`src/rtl/traffic_timer.sv`:
```
// traffic_timer: prescaled tick generator plus three saturating phase counters
// (Red/Yellow/Green) with terminal-count flags, remaining-ticks and a sticky overlap error.
`default_nettype none

module traffic_timer #(
  parameter int PRESCALE    = 4,
  parameter int RED_TERM    = 2,
  parameter int YELLOW_TERM = 1,
  parameter int GREEN_TERM  = 4
) (
  input  logic       clk,
  input  logic       rst,
  input  logic       Red_count_clear,
  input  logic       Yellow_count_clear,
  input  logic       Green_count_clear,
  output logic       Red_count_eql2,
  output logic       Yellow_count_eql1,
  output logic       Green_count_eql4,
  output logic       tick,
  output logic [3:0] remain,
  output logic       phase_err
);

  localparam int              PW      = (PRESCALE > 1) ? $clog2(PRESCALE) : 1;
  localparam logic [PW-1:0]   PRE_MAX = PW'(PRESCALE - 1);
  localparam logic [3:0]      TERM [3] = '{4'(RED_TERM), 4'(YELLOW_TERM), 4'(GREEN_TERM)};

  logic [PW-1:0] pre;
  logic [3:0]    cnt [3];
  logic [2:0]    clr;
  logic [2:0]    eql;
  logic          overlap;

  // bit 0 = Red, bit 1 = Yellow, bit 2 = Green throughout
  assign clr = {Green_count_clear, Yellow_count_clear, Red_count_clear};

  // Two or more clears low at once means two phases claim the light
  assign overlap = (~clr[0] & ~clr[1]) | (~clr[0] & ~clr[2]) | (~clr[1] & ~clr[2]);

  always_ff @(posedge clk or posedge rst) begin
    if (rst) begin
      pre  <= '0;
      tick <= 1'b0;
    end else begin
      tick <= (pre == PRE_MAX);
      pre  <= (pre == PRE_MAX) ? '0 : pre + PW'(1);
    end
  end

  // Clear has priority over tick; counters saturate at their terminal value
  always_ff @(posedge clk or posedge rst) begin
    if (rst) begin
      for (int i = 0; i < 3; i++) cnt[i] <= 4'd0;
    end else begin
      for (int i = 0; i < 3; i++) begin
        if (clr[i])
          cnt[i] <= 4'd0;
        else if (tick && (cnt[i] < TERM[i]))
          cnt[i] <= cnt[i] + 4'd1;
      end
    end
  end

  always_ff @(posedge clk or posedge rst) begin
    if (rst)
      phase_err <= 1'b0;
    else if (overlap)
      phase_err <= 1'b1;
  end

  always_comb begin
    for (int i = 0; i < 3; i++) eql[i] = (cnt[i] == TERM[i]) && !clr[i];
  end

  assign Red_count_eql2    = eql[0];
  assign Yellow_count_eql1 = eql[1];
  assign Green_count_eql4  = eql[2];

  always_comb begin
    remain = 4'd0;
    case (clr)
      3'b110:  remain = TERM[0] - cnt[0];
      3'b101:  remain = TERM[1] - cnt[1];
      3'b011:  remain = TERM[2] - cnt[2];
      default: remain = 4'd0;
    endcase
  end

endmodule

`default_nettype wire

```
`config.mk`:
```
export PLATFORM = sky130hd
export DESIGN_NAME = traffic_timer
export DESIGN_NICKNAME = d
export VERILOG_FILES = /design/src/rtl/traffic_timer.sv
export SDC_FILE = /design/constraint.sdc
export NUM_CORES = 1
export LEC_CHECK = 0
export ABC_CLOCK_PERIOD_IN_PS = 1250
export BUFFER_PORTS_ARGS = -buffer_cell sky130_fd_sc_hd__buf_4
export CORE_UTILIZATION = 45
export CTS_CLUSTER_DIAMETER = 120
export DETAILED_ROUTE_END_ITERATION = 16
export PLACE_DENSITY = 0.72
export SYNTH_ARGS = -nofsm -noshare
export SYNTH_HDL_FRONTEND = slang
export SYNTH_SLANG_ARGS = --single-unit
export TNS_END_PERCENT = 50
```
`constraint.sdc`:
```
create_clock -name clk -period 1.25 [get_ports clk]
set_input_delay 0.1875 -clock clk [delete_from_list [all_inputs] [get_ports clk]]
set_output_delay 0.1875 -clock clk [all_outputs]
set_load 0.005 [all_outputs]
```
==> results.yml <==
clock_network:
  clkTransAtPathRegs_ps: 100
  h-tree-depth: 1
  cts_made_buffers: 3
  clock_latency_ps: 300
  cts_tree: "built"
  clock_path_buffers: 2
  root_buffer: "clkbuf_4"
  cts.sinks: 16
global_routing:
  grt_overflow_total: 0
  grt_start_max_net_pins: 17
  grt_antenna_before_repair: 0
  track_usage_pct: 21.1
  grt_pass1_wl_um: 3240
  grt_pass1_vias: 766
sta:
  setup_slack_ps: -525
  fin_crit_ps: 1770
  grt_setup_unrepaired: "true"
  worst_pin_slew_ps: 279
  finalMaxSlewViolations: 0
  slew_headroom_pct: 81.4
  fmax_ghz: 0.563
  finalHoldViolations: 0
  setup_viol: 13
  fin_setup_tns_ps: -3490
  fin_crit_sh_pct: 142
  finClkSkew_ps: 7.34
setup_path:
  path_cells: "inv_2 -> ha_4 -> xor2_1 -> a22o_1 -> a22o_1 -> buf_4"
  startpoint: "cnt[1]"
  crit_family: "flip-flops"
  crit_end: "remain[2]"
  critPathKind: "reg -> out"
  r2r-start: "cnt[6]"
  cp.arrival_ps: 1590
  cp_slowest_cell: "dfrtp_1"
  worst_r2r_path_depth: 5
  cp_max_fo: 3
  regToRegSetupSlack_ps: -250
  path_depth: 6
  cp_num_buf_inv: 2
  cp.required_ps: 1060
  worstSetupStartpointType: "flop"
  rr_endpoint: "cnt[7]"
  max_stage_delay_ps: 400
  endpoint_kind: "primary output"
  crit_top_cell: "a22o_1"
synthesis:
  synth_edf_count: 0
  synth.top_cell.area_share_pct: 43.9
  synthFlopType: "dfrtp_1"
  async_reset_ff_share_pct: 100
  synthCells: 95
  synth_top_area_cell: "dfrtp_1"
  synth_seq_area_share_pct: 43.9
  ys_types: 28
  yosys_warnings: 0
  syn_area_um2: 912
  syn_avg_cell_area_um2: 9.60
  yosysMostFrequentCell: "dfrtp_1"
  syn-num-nets: 108
  synthTopCellsByCount: "dfrtp_1, nor2_1, inv_1, ha_1, nand2_1"
  synth_area_leaders: "dfrtp_1, ha_1, nor2_1"
  synth.ff_latch_count: 16
floorplan:
  initial_core_util_pct: 50.1
  dieHeight_um: 47.0
  die_x_um: 47.0
  fp.dieArea_um2: 2210
  fp-row-count: 15
  ios: 14
  core_region_area_um2: 1820
route:
  via_count: 787
  wl_per_cell_um: 13.0
  wl_um: 2020
  final_antenna_net_count: 0
  drc: 0
  viasPerCell: 5.04
  first_pass_iters: 4
  drt_iter0_markers: 11
power_and_ir_drop:
  clockPowerShare_pct: 34.0
  netSwitchingPower_w: 0.000256
  swShare_pct: 24.7
  leakage_nw: 0.654
  p_total_w: 0.00104
  power_frac_seq_pct: 51.4
  p_comb_share_pct: 14.6
  intPower_w: 0.000780
  vdd_drop_max_uv: 590
  power_density_nw_per_um2: 781
placed_design:
  place_ws_ps: -197
  gp_congestion: 0.835
  io_buffers: 13
  post-dp-hpwl_um: 1400
  placed_cells: 147
finish:
  antenna_cells: 0
  nets: 145
  fin_util_pct: 72.9
  drive_gt1_share_pct: 42.0
  fin_cells: 156
  syn_to_final_growth_pct: 45.4
run_status:
  violations: "negative setup slack"
  outcome: "finished, violations left"
flow_run:
  maxCapViolCount: 0
hold_path:
  hold_class: "in -> reg"
==> per-stage QoR <==
step / instance area, um2 / hold slack (ps)
floorplan: 925 / 101
global placement: 1170 / 210
detailed placement: 1170 / 215
CTS: 1280 / 121
global route: 1330 / 129
finish: 1330 / 123
==> worst min path at each step <==
stage                    start       to  slack [ps]  depth (start not counted)
2_1_floorplan              rst   cnt[0]         100                          1
3_3_place_gp               rst   pre[1]         210                          3
3_5_place_dp               rst   pre[1]         210                          3
4_1_cts        Red_count_clear   cnt[8]         120                          2
5_1_grt        Red_count_clear  cnt[11]         130                          2
6_report       Red_count_clear  cnt[11]         120                          2
==> placed cells by master, fill, tap and decap left out, drive strengths merged <==
cell type	count
a211oi	1
a21o	1
a21oi	5
a22o	4
a31oi	2
and2	1
buf	34
clkbuf	4
dfrtp	16
dlygate4sd3	1
ha	8
inv	9
mux2i	1
nand2	6
nand3	2
nor2	13
nor2b	5
nor3	1
nor3b	1
nor4	1
nor4b	1
nor4bb	1
o21ai	4
or3	1
or4b	1
xnor2	5
xor2	2
==> routing by layer <==
| layer | routed length, um | global-route usage (%) | vias to the layer above | share of wire [%] |
|---|---|---|---|---|
| li1 | - | - | 393 | - |
| met5 | 0 | 0 | - | 0 |
| met2 | 1000 | 35.3 | 20 | 49 |
| met3 | 72 | 2.31 | 4 | 3.6 |
| met1 | 917 | 28.0 | 370 | 45 |
| met4 | 34 | 8.57 | 0 | 1.7 |
==> final cells by class <==
class,instances,area (um2)
Clock buffer,4,36.3
Fill cell,130,494
Inverter,9,33.8
Multi-Input combinational cell,67,556
Sequential cell,16,400
Tap cell,25,31.3
Timing Repair Buffer,35,269
==> registers in the layout, summed over array words and instances, names as in the netlist <==
register / cells
cnt: 12
pre: 2
phase_err: 1
tick: 1
==> power by group through the flow <==
stage	logic (W)	registers, W	clock network [W]
5_1_grt	0.000167	0.000533	0.000367
4_1_cts	0.000141	0.000532	0.000356
2_1_floorplan	0.0000657	0.000545	0
6_report	0.000152	0.000532	0.000352
3_5_place_dp	0.000124	0.000542	0
3_3_place_gp	0.000121	0.000542	0
==> cells by family (layout without fill, tap and decap cells) <==
family | after synthesis | count (layout) | share of synthesized area, %
buffers and inverters | 12 | 48 | 5.21
AO/OA/AOI/OAI | 17 | 17 | 12.8
flip-flops | 16 | 16 | 43.9
multiplexers | 1 | 1 | 1.10
adder cells (fa/ha/maj) | 8 | 8 | 11.0
AND/OR/NAND/NOR | 34 | 34 | 19.3
XOR/XNOR | 7 | 7 | 6.72
==> repair_timing <==
item / in CTS / in global routing
endpoints found under the hold margin: 16 / 0
buffers inserted: 3 / 3
hold buffers: 1 / 0
endpoints found under the setup margin: 14 / 14
resized for setup: 10 / 8
pin swaps: 4 / 7
Power figures use the tool's default switching activity.
